### src/rtl/padctl_dps_mode_ctrl_if.sv
// Pin bus between the DPS shared-pin sequencer and the pad mux / strap pads.
// The sw_ovr_* pins exist only when PADCTL_DPS_SW_OVERRIDE_EN is defined.
interface padctl_dps_mode_ctrl_if;
  logic       sel_i;
  logic       spi_csb_i;
`ifdef PADCTL_DPS_SW_OVERRIDE_EN
  logic       sw_ovr_en_i;
  logic       sw_ovr_mode_i;
`endif
  logic       jtag_en_o;
  logic       spi_en_o;
  logic       mode_o;
  logic       busy_o;
  logic       drain_timeout_o;
  logic [7:0] switch_cnt_o;

`ifdef PADCTL_DPS_SW_OVERRIDE_EN
  modport master (
    output sel_i, spi_csb_i, sw_ovr_en_i, sw_ovr_mode_i,
    input  jtag_en_o, spi_en_o, mode_o, busy_o, drain_timeout_o, switch_cnt_o
  );
  modport slave (
    input  sel_i, spi_csb_i, sw_ovr_en_i, sw_ovr_mode_i,
    output jtag_en_o, spi_en_o, mode_o, busy_o, drain_timeout_o, switch_cnt_o
  );
`else
  modport master (
    output sel_i, spi_csb_i,
    input  jtag_en_o, spi_en_o, mode_o, busy_o, drain_timeout_o, switch_cnt_o
  );
  modport slave (
    input  sel_i, spi_csb_i,
    output jtag_en_o, spi_en_o, mode_o, busy_o, drain_timeout_o, switch_cnt_o
  );
`endif
endinterface

### src/rtl/padctl_dps_mode_ctrl.sv
// JTAG/SPI ownership sequencer for the DPS0-DPS6 shared pins: debounced strap, SPI drain, dead time.
// Optional software override of the target mode: define PADCTL_DPS_SW_OVERRIDE_EN.
module padctl_dps_mode_ctrl #(
  parameter int unsigned DebounceCycles = 16,
  parameter int unsigned DeadCycles     = 4,
  parameter int unsigned DrainMax       = 32
) (
  input logic                   clk_i,
  input logic                   rst_ni,
  padctl_dps_mode_ctrl_if.slave bus
);

  localparam int unsigned DbW    = $clog2(DebounceCycles);
  localparam int unsigned DeadW  = (DeadCycles > 1) ? $clog2(DeadCycles) : 1;
  localparam int unsigned DrainW = (DrainMax > 1) ? $clog2(DrainMax) : 1;

  localparam logic [DbW-1:0]    DbLast    = DbW'(DebounceCycles - 1);
  localparam logic [DeadW-1:0]  DeadLast  = DeadW'(DeadCycles - 1);
  localparam logic [DrainW-1:0] DrainLast = DrainW'(DrainMax - 1);

  typedef enum logic [2:0] {
    ST_INIT,
    ST_SPI,
    ST_JTAG,
    ST_DRAIN,
    ST_DEAD
  } state_e;

  function automatic logic [7:0] sat_inc8(input logic [7:0] v);
    return (v == 8'hff) ? v : v + 8'd1;
  endfunction

  function automatic logic [DbW-1:0] db_step(input logic [DbW-1:0] v);
    return (v == DbLast) ? v : v + 1'b1;
  endfunction

  logic           sel_p0, sel_s;
  logic           csb_p0, csb_s;
  logic [DbW-1:0] db_cnt, db_cnt_d;
  logic           strap, strap_vld;

  // sel_p0 is the sample about to land in sel_s, so a mismatch means sel_s is changing
  always_comb begin
    if (sel_p0 != sel_s) db_cnt_d = '0;
    else                 db_cnt_d = db_step(db_cnt);
  end

  always_ff @(posedge clk_i) begin
    if (!rst_ni) begin
      sel_p0    <= 1'b0;
      sel_s     <= 1'b0;
      csb_p0    <= 1'b1;
      csb_s     <= 1'b1;
      db_cnt    <= '0;
      strap     <= 1'b0;
      strap_vld <= 1'b0;
    end else begin
      sel_p0 <= bus.sel_i;
      sel_s  <= sel_p0;
      csb_p0 <= bus.spi_csb_i;
      csb_s  <= csb_p0;
      db_cnt <= db_cnt_d;
      if (db_cnt_d == DbLast) begin
        strap     <= sel_s;
        strap_vld <= 1'b1;
      end
    end
  end

  logic target, init_go;

`ifdef PADCTL_DPS_SW_OVERRIDE_EN
  assign target  = bus.sw_ovr_en_i ? bus.sw_ovr_mode_i : strap;
  assign init_go = strap_vld | bus.sw_ovr_en_i;
`else
  assign target  = strap;
  assign init_go = strap_vld;
`endif

  state_e              state, state_d;
  logic [DeadW-1:0]    dead_cnt, dead_cnt_d;
  logic [DrainW-1:0]   drain_cnt, drain_cnt_d;
  logic                tmo_d;

  always_comb begin
    state_d     = state;
    dead_cnt_d  = dead_cnt;
    drain_cnt_d = drain_cnt;
    tmo_d       = 1'b0;
    case (state)
      ST_INIT: begin
        if (init_go) begin
          state_d    = ST_DEAD;
          dead_cnt_d = '0;
        end
      end
      ST_SPI: begin
        if (target) begin
          if (csb_s) begin
            state_d    = ST_DEAD;
            dead_cnt_d = '0;
          end else begin
            state_d     = ST_DRAIN;
            drain_cnt_d = '0;
          end
        end
      end
      ST_JTAG: begin
        if (!target) begin
          state_d    = ST_DEAD;
          dead_cnt_d = '0;
        end
      end
      ST_DRAIN: begin
        drain_cnt_d = drain_cnt + 1'b1;
        if (csb_s || (drain_cnt == DrainLast)) begin
          state_d    = ST_DEAD;
          dead_cnt_d = '0;
          tmo_d      = ~csb_s;
        end
      end
      ST_DEAD: begin
        if (dead_cnt == DeadLast) state_d = target ? ST_JTAG : ST_SPI;
        else                      dead_cnt_d = dead_cnt + 1'b1;
      end
      default: state_d = ST_INIT;
    endcase
  end

  always_ff @(posedge clk_i) begin
    if (!rst_ni) begin
      state     <= ST_INIT;
      dead_cnt  <= '0;
      drain_cnt <= '0;
    end else begin
      state     <= state_d;
      dead_cnt  <= dead_cnt_d;
      drain_cnt <= drain_cnt_d;
    end
  end

  logic       jtag_en, spi_en, mode, mode_vld, busy, tmo;
  logic [7:0] switch_cnt;
  logic       enter, new_mode;

  // Modes are only ever entered from DEAD
  assign enter    = (state == ST_DEAD) && (state_d != ST_DEAD);
  assign new_mode = (state_d == ST_JTAG);

  always_ff @(posedge clk_i) begin
    if (!rst_ni) begin
      jtag_en    <= 1'b0;
      spi_en     <= 1'b0;
      mode       <= 1'b0;
      mode_vld   <= 1'b0;
      busy       <= 1'b0;
      tmo        <= 1'b0;
      switch_cnt <= 8'd0;
    end else begin
      jtag_en <= (state_d == ST_JTAG);
      spi_en  <= (state_d == ST_SPI);
      busy    <= (state_d == ST_INIT) || (state_d == ST_DRAIN) || (state_d == ST_DEAD);
      tmo     <= tmo_d;
      if (enter) begin
        mode     <= new_mode;
        mode_vld <= 1'b1;
        if (mode_vld && (new_mode != mode)) switch_cnt <= sat_inc8(switch_cnt);
      end
    end
  end

  assign bus.jtag_en_o       = jtag_en;
  assign bus.spi_en_o        = spi_en;
  assign bus.mode_o          = mode;
  assign bus.busy_o          = busy;
  assign bus.drain_timeout_o = tmo;
  assign bus.switch_cnt_o    = switch_cnt;

endmodule

### src/flat_wrapper.sv
// flat-port wrapper written by rule: the top's interface ports become plain ports
module padctl_dps_mode_ctrl_flat 
#(
  parameter int unsigned DebounceCycles = 16,
  parameter int unsigned DeadCycles     = 4,
  parameter int unsigned DrainMax       = 32
)
  (clk_i, rst_ni, bus_sel_i, bus_spi_csb_i, bus_jtag_en_o, bus_spi_en_o, bus_mode_o, bus_busy_o, bus_drain_timeout_o, bus_switch_cnt_o);
  padctl_dps_mode_ctrl_if bus_i ();
  input logic clk_i;
  input logic rst_ni;
  input wire logic [$bits(bus_i.sel_i)-1:0] bus_sel_i;
  input wire logic [$bits(bus_i.spi_csb_i)-1:0] bus_spi_csb_i;
  output wire logic [$bits(bus_i.jtag_en_o)-1:0] bus_jtag_en_o;
  output wire logic [$bits(bus_i.spi_en_o)-1:0] bus_spi_en_o;
  output wire logic [$bits(bus_i.mode_o)-1:0] bus_mode_o;
  output wire logic [$bits(bus_i.busy_o)-1:0] bus_busy_o;
  output wire logic [$bits(bus_i.drain_timeout_o)-1:0] bus_drain_timeout_o;
  output wire logic [$bits(bus_i.switch_cnt_o)-1:0] bus_switch_cnt_o;
  assign bus_i.sel_i = bus_sel_i;
  assign bus_i.spi_csb_i = bus_spi_csb_i;
  assign bus_jtag_en_o = bus_i.jtag_en_o;
  assign bus_spi_en_o = bus_i.spi_en_o;
  assign bus_mode_o = bus_i.mode_o;
  assign bus_busy_o = bus_i.busy_o;
  assign bus_drain_timeout_o = bus_i.drain_timeout_o;
  assign bus_switch_cnt_o = bus_i.switch_cnt_o;
  padctl_dps_mode_ctrl #(.DebounceCycles(DebounceCycles), .DeadCycles(DeadCycles), .DrainMax(DrainMax)) u_core (.clk_i(clk_i), .rst_ni(rst_ni), .bus(bus_i));
endmodule
### config.mk
export PLATFORM = sky130hd
export DESIGN_NAME = padctl_dps_mode_ctrl_flat
export DESIGN_NICKNAME = d
export VERILOG_FILES = /design/src/rtl/padctl_dps_mode_ctrl_if.sv /design/src/rtl/padctl_dps_mode_ctrl.sv /design/src/flat_wrapper.sv
export SDC_FILE = /design/constraint.sdc
export NUM_CORES = 1
export LEC_CHECK = 0
export ABC_AREA = 1
export BUFFER_PORTS_ARGS = -buffer_cell sky130_fd_sc_hd__buf_2
export CAP_MARGIN = 20
export CORE_ASPECT_RATIO = 0.7
export CORE_UTILIZATION = 40
export CTS_CLUSTER_DIAMETER = 80
export DETAILED_ROUTE_END_ITERATION = 8
export GPL_TIMING_DRIVEN = 0
export MAX_ROUTING_LAYER = met4
export PLACE_DENSITY = 0.64
export SETUP_SLACK_MARGIN = 0.2
export SLEW_MARGIN = 10
export SYNTH_ARGS = -nofsm -noshare
export SYNTH_HDL_FRONTEND = slang
export SYNTH_SLANG_ARGS = --single-unit
### constraint.sdc
create_clock -name clk_i -period 3.2 [get_ports clk_i]
set_input_delay 0.48 -clock clk_i [delete_from_list [all_inputs] [get_ports clk_i]]
set_output_delay 0.48 -clock clk_i [all_outputs]
set_load 0.05 [all_outputs]
* Word-level counts from Yosys, hierarchy flattened
Index checks and enable logic that the tools add are counted.
Word-level totals: bits of input ports 4, register bits after elaboration 34, output and inout bits 13
Operators by class: $add $sub $neg 4, mux-type cells 20, eq/ne operators 23, reduce and logical (&&, ||, !) cells 13, bitwise gates (word level) 2
Operators with widths (number):
- 2-to-1 mux 3 bit | 6
- case mux 3 bit (5 select lines) | 1
- 2-to-1 mux 2 bit | 7
- == test 3 x 2 -> 1 bit, second input constant | 4
- 2-to-1 mux 5 bit | 2
- case mux 2 bit (5 select lines) | 1
- case mux 5 bit (2 select lines) | 1
- AND reduction 3 bit | 3
- adder 8 x 1 -> 8 bit, second input constant | 1
- == test 4 bit, second input constant | 2
- == test 8 bit, second input constant | 1
- 2-to-1 mux 4 bit | 2
- inequality test 2 x 1 -> 1 bit, second input constant | 4
- AND reduction 7 bit | 1
- == test 3 x 1 -> 1 bit, second input constant | 2
- == test 3 bit, second input constant | 2
- logical NOT 3 bit | 2
- inequality test 2 bit, second input constant | 3
- adder 5 x 1 -> 5 bit, second input constant | 1
- == test 5 bit, second input constant | 1
- nonzero test 5 bit | 1
- adder 4 x 1 -> 4 bit, second input constant | 1
- logical OR 1 bit | 3
- inequality test 3 bit, second input constant | 1
- other kinds (6) | 9

* Logic depth before layout (Yosys ltp)
word-level depth 8, depth in mapped cells 14, mapped depth without buffers 14

* Least setup slack after synthesis
No wires, ideal clock.
path type reg2reg, from reg u_core.switch_cnt[0], in the netlist u_core.bus.switch_cnt_o[0], to reg u_core.switch_cnt[2], in the netlist u_core.bus.switch_cnt_o[2], stages on the path, launching flop included 10, arrival time 1759 ps, period minus slack after synthesis 1829 ps, path slack 1371 ps, required time 3130 ps, path buffers 0, path through dfxtp_1 > ha_1 > nand3_1 > nor2_1 > nand3_1 > nand2_1 > nor2_4 > nand3_2 > nand2_1 > a21oi_1
Between the ends: cells in the longest elaborated chain, start to end 3, elaborated cells between the ends (all ways) 4, those cells by class 1 x add/sub; 1 x eq/ne; 1 x bitwise; 1 x reduce/logical
Ends and longest elaborated chain:
- start, declared | line padctl_dps_mode_ctrl.sv:143 | logic [7:0] switch_cnt;
- start signal, assigned | line padctl_dps_mode_ctrl.sv:167 | if (mode_vld && (new_mode != mode)) switch_cnt <= sat_inc8(switch_cnt);
- parallel branches: the longest is 3 deep, another holds adder 8 x 1 -> 8 bit
Several ways; the timed one is not identified. A chain may end at the register's enable or synchronous reset.

* Worst setup path after layout
from reg u_core.drain_cnt[0], to reg u_core.switch_cnt[7], in the netlist u_core.bus.switch_cnt_o[7]
Between the ends: cells in the longest elaborated chain, start to end 8, elaborated cells between the ends (all ways) 10, those cells by class 4 x eq/ne; 2 x mux; 4 x reduce/logical
Ends and longest elaborated chain:
- start, declared | line padctl_dps_mode_ctrl.sv:82 | logic [DrainW-1:0] drain_cnt, drain_cnt_d;
- start signal, assigned | line padctl_dps_mode_ctrl.sv:138 | drain_cnt <= drain_cnt_d;
- == test 5 bit * | line padctl_dps_mode_ctrl.sv:116 | if (csb_s || (drain_cnt == DrainLast)) begin
- logical OR 1 bit * | line padctl_dps_mode_ctrl.sv:116
- 2-to-1 mux 3 bit * | line padctl_dps_mode_ctrl.sv:116
- case mux 3 bit (5 select lines) * | line padctl_dps_mode_ctrl.sv:90 | case (state)
- == test 3 x 2 -> 1 bit | line padctl_dps_mode_ctrl.sv:148 | assign new_mode = (state_d == ST_JTAG);
- inequality test 1 bit | line padctl_dps_mode_ctrl.sv:167
- logical AND 1 bit | line padctl_dps_mode_ctrl.sv:167
- AND reduction 3 bit (no line) *
Every way passes the cells marked *; elsewhere a longest branch is shown, timed or not.

==> reports/qor.yml <==
clockPowerShare: 0.411
final.setup.tns_ns: 0
critPathMaxFanout: 8
p_seq_frac: 0.553
port_buffers: 15
multiInputGateArea_um2: 820
wire_per_inst_um: 11.1
endpoint_kind: "register"
yosysMostFrequentCell: "nand2_1"
first_iter_violations: 109
yosysSeqAreaShare: 0.427
antenna_found_initial: 0
first_global_vias: 1094
vias_per_cell: 4.71
switching_share: 0.219
fmax_mhz: 492
cts_sinks: 34
worstSetupPathType: "reg2reg"
synthCells: 218
synth_seq_cells: 34
hpwlAfterDp_um: 2410
synth_nets: 227
power_switching_uw: 171
power.density_nw_per_um2: 429
pin_count: 17
outcome: "finished, final reports clean"
htree_num_levels: 2
rsz0062_at_grt: "no"
final_util: 0.497
initial_core_util: 0.434
cellInternalPower_uw: 611
fp-row-count: 18
grt_usage: 0.168
path_cells: "ha_1, nand2_1, nor2_1, ha_1, nor2_1, inv_1, nor2_1, nor2_1, nand2_2, nand2_2, nand2_1, nand3_2, nand2_1, a21oi_1"
cts_tree: "done"
syn_area_um2: 1590
start_kind: "register"
clkLatencyLatePin_ns: 0.28
cpPeakStageDelay_ns: 0.34
cts_buffer_depth: 2
grt_start_max_net_pins: 11
fin_nets: 249
syn2layout_area_growth_pct: 14.4
synth_top_cell_area_share: 0.427
maxCapViolCount: 0
synthTopCellsByArea: "dfxtp_1 (43%), nand2_1 (10%), nor2_1 (7.3%)"
hold_class: "in2reg"
dieHeight_um: 54.8
synth-edff-count: 0
avgSynthCellArea_um2: 7.31
post_cts_resized: 0
arrival_ns: 2.18
hold_buffers: 0
slew_violations: 0
worstPathRequired_ns: 3.34
drive_above_1_share: 0.178
async_reset_ff_frac: 0
irDropWorstVdd_mv: 0.318
period_share: 0.635
max_slew_margin: 0.652
synth_top_flop_cell: "dfxtp_1"
layout_min_cycle_time_ns: 2.03
dieArea_um2: 4250
grt_pass1_wl_um: 5110
drc: 0
numCtsBuffers: 5
p_total_uw: 782
p_leak_nw: 0.800
clkTransAtPathRegs_ns: 0.07
cts_root_buffer: "clkbuf_8"
die_w_um: 77.5
coreArea_um2: 3670
crit_top_cell: "nor2_1"
yosys_warnings: 0
fillers: 361
hold_viol: 0
netlist.top_cell.by_area: "dfxtp_1"
worst_pin_slew_ns: 0.523
grt_overflow: 0
combPwrFrac: 0.036
vias: 1370
postRouteAntennaNets: 0
drt_wl_total_um: 3230
synth.distinct_cells: 20
gp_congestion: 0.787
holdWs_ns: 0.373
finClkSkew_ns: 0.00612
regArea_um2: 681
synthTopCellsByCount: "nand2_1 (44), dfxtp_1 (34), nor2_1 (31)"
antennaDiodeCount: 0
crit_slowest_cell: "dfxtp_1"
cts_setup_buffers: 0
first_pass_iters: 4
setup_violations: 0
==> power groups by stage <==
stage / logic, mW / registers (mW) / clock network, mW
2_1_floorplan: 0.0186 / 0.444 / 0
3_3_place_gp: 0.0284 / 0.442 / 0
3_5_place_dp: 0.0281 / 0.442 / 0
4_1_cts: 0.0283 / 0.433 / 0.330
5_1_grt: 0.0322 / 0.433 / 0.345
6_report: 0.0280 / 0.433 / 0.322
==> area by class of cell <==
cell class / instances / area share
buffer: 3 / 0.00618
clock buffer: 7 / 0.0474
clock inverter: 1 / 0.00275
inverter: 22 / 0.0453
multi-input combinational: 159 / 0.450
sequential: 34 / 0.373
tap: 50 / 0.0343
timing repair buffer: 15 / 0.0412
==> layout by cell type, fill, tap and decap left out <==
cell type,instances
nor4_1,2
dfxtp_1,34
nand2_1,44
ha_1,5
inv_2,5
clkbuf_1,4
nand2_2,5
nor2_2,1
a21oi_1,20
nor2_4,3
clkinv_2,1
nand2_4,1
xnor2_1,4
nor2_1,31
clkbuf_8,6
or2_2,4
inv_1,17
nand3_2,2
xor2_1,4
o21ai_0,5
nor3_1,6
buf_2,15
nand3_1,22
==> final timing paths <==
check	start	endpoint	slack [ns]	depth (start not counted)
hold / removal	bus_sel_i	u_core.sel_p0$_SDFF_PN0_	0.37	3
setup reg to reg	u_core.drain_cnt[0]$_SDFFE_PN0P_	u_core.bus.switch_cnt_o[7]$_SDFFE_PN0P_	1.17	14
setup / recovery	u_core.drain_cnt[0]$_SDFFE_PN0P_	u_core.bus.switch_cnt_o[7]$_SDFFE_PN0P_	1.17	14
hold reg to reg	u_core.csb_p0$_SDFF_PN1_	u_core.csb_s$_SDFF_PN1_	0.42	1
==> critical path, delay by kind of cell (launching register included) <==
kind,cells,cell delay (ns)
adders and majority gates,2,0.39
buffers and inverters,1,0.07
DFF,1,0.34
and+or+nand+nor,10,1.02
AOI/OAI and AO/OA,1,0.06
==> layer usage <==
metal  wire length, um  GRT usage
met1              1780      0.244
met5                 0          -
met2              1210      0.211
met4                36     0.0660
met3               196     0.0467
==> state kept, by name, indices dropped and copies added, names as in the netlist <==
name / cells
u_core.bus.mode_o: 1
u_core.csb_p0: 1
u_core.strap: 1
u_core.mode_vld: 1
u_core.bus.drain_timeout_o: 1
u_core.bus.spi_en_o: 1
u_core.state: 3
u_core.bus.jtag_en_o: 1
u_core.csb_s: 1
u_core.init_go: 1
u_core.sel_s: 1
u_core.sel_p0: 1
u_core.db_cnt: 4
u_core.drain_cnt: 5
u_core.bus.switch_cnt_o: 8
u_core.bus.busy_o: 1
u_core.dead_cnt: 2
==> stage by stage <==
step / instance area, um^2 / cells / setup WS (ns)
6_report: 1820 / 291 / 1.17
5_1_grt: 1820 / 291 / 0.996
4_1_cts: 1820 / 291 / 1.17
3_5_place_dp: 1730 / 283 / 1.19
3_3_place_gp: 1730 / 283 / 1.27
2_1_floorplan: 1590 / 218 / 1.37
==> cells by family (layout without fill, tap and decap cells) <==
logic type | Yosys count | in the layout | synth area share
AO/OA/AOI/OAI | 25 | 25 | 0.0785
flip-flops | 34 | 34 | 0.427
buffers and inverters | 25 | 48 | 0.0589
AND/OR/NAND/NOR | 121 | 121 | 0.352
XOR/XNOR | 8 | 8 | 0.0440
adder cells (fa/ha/maj) | 5 | 5 | 0.0392
Power figures use the tool's default switching activity.
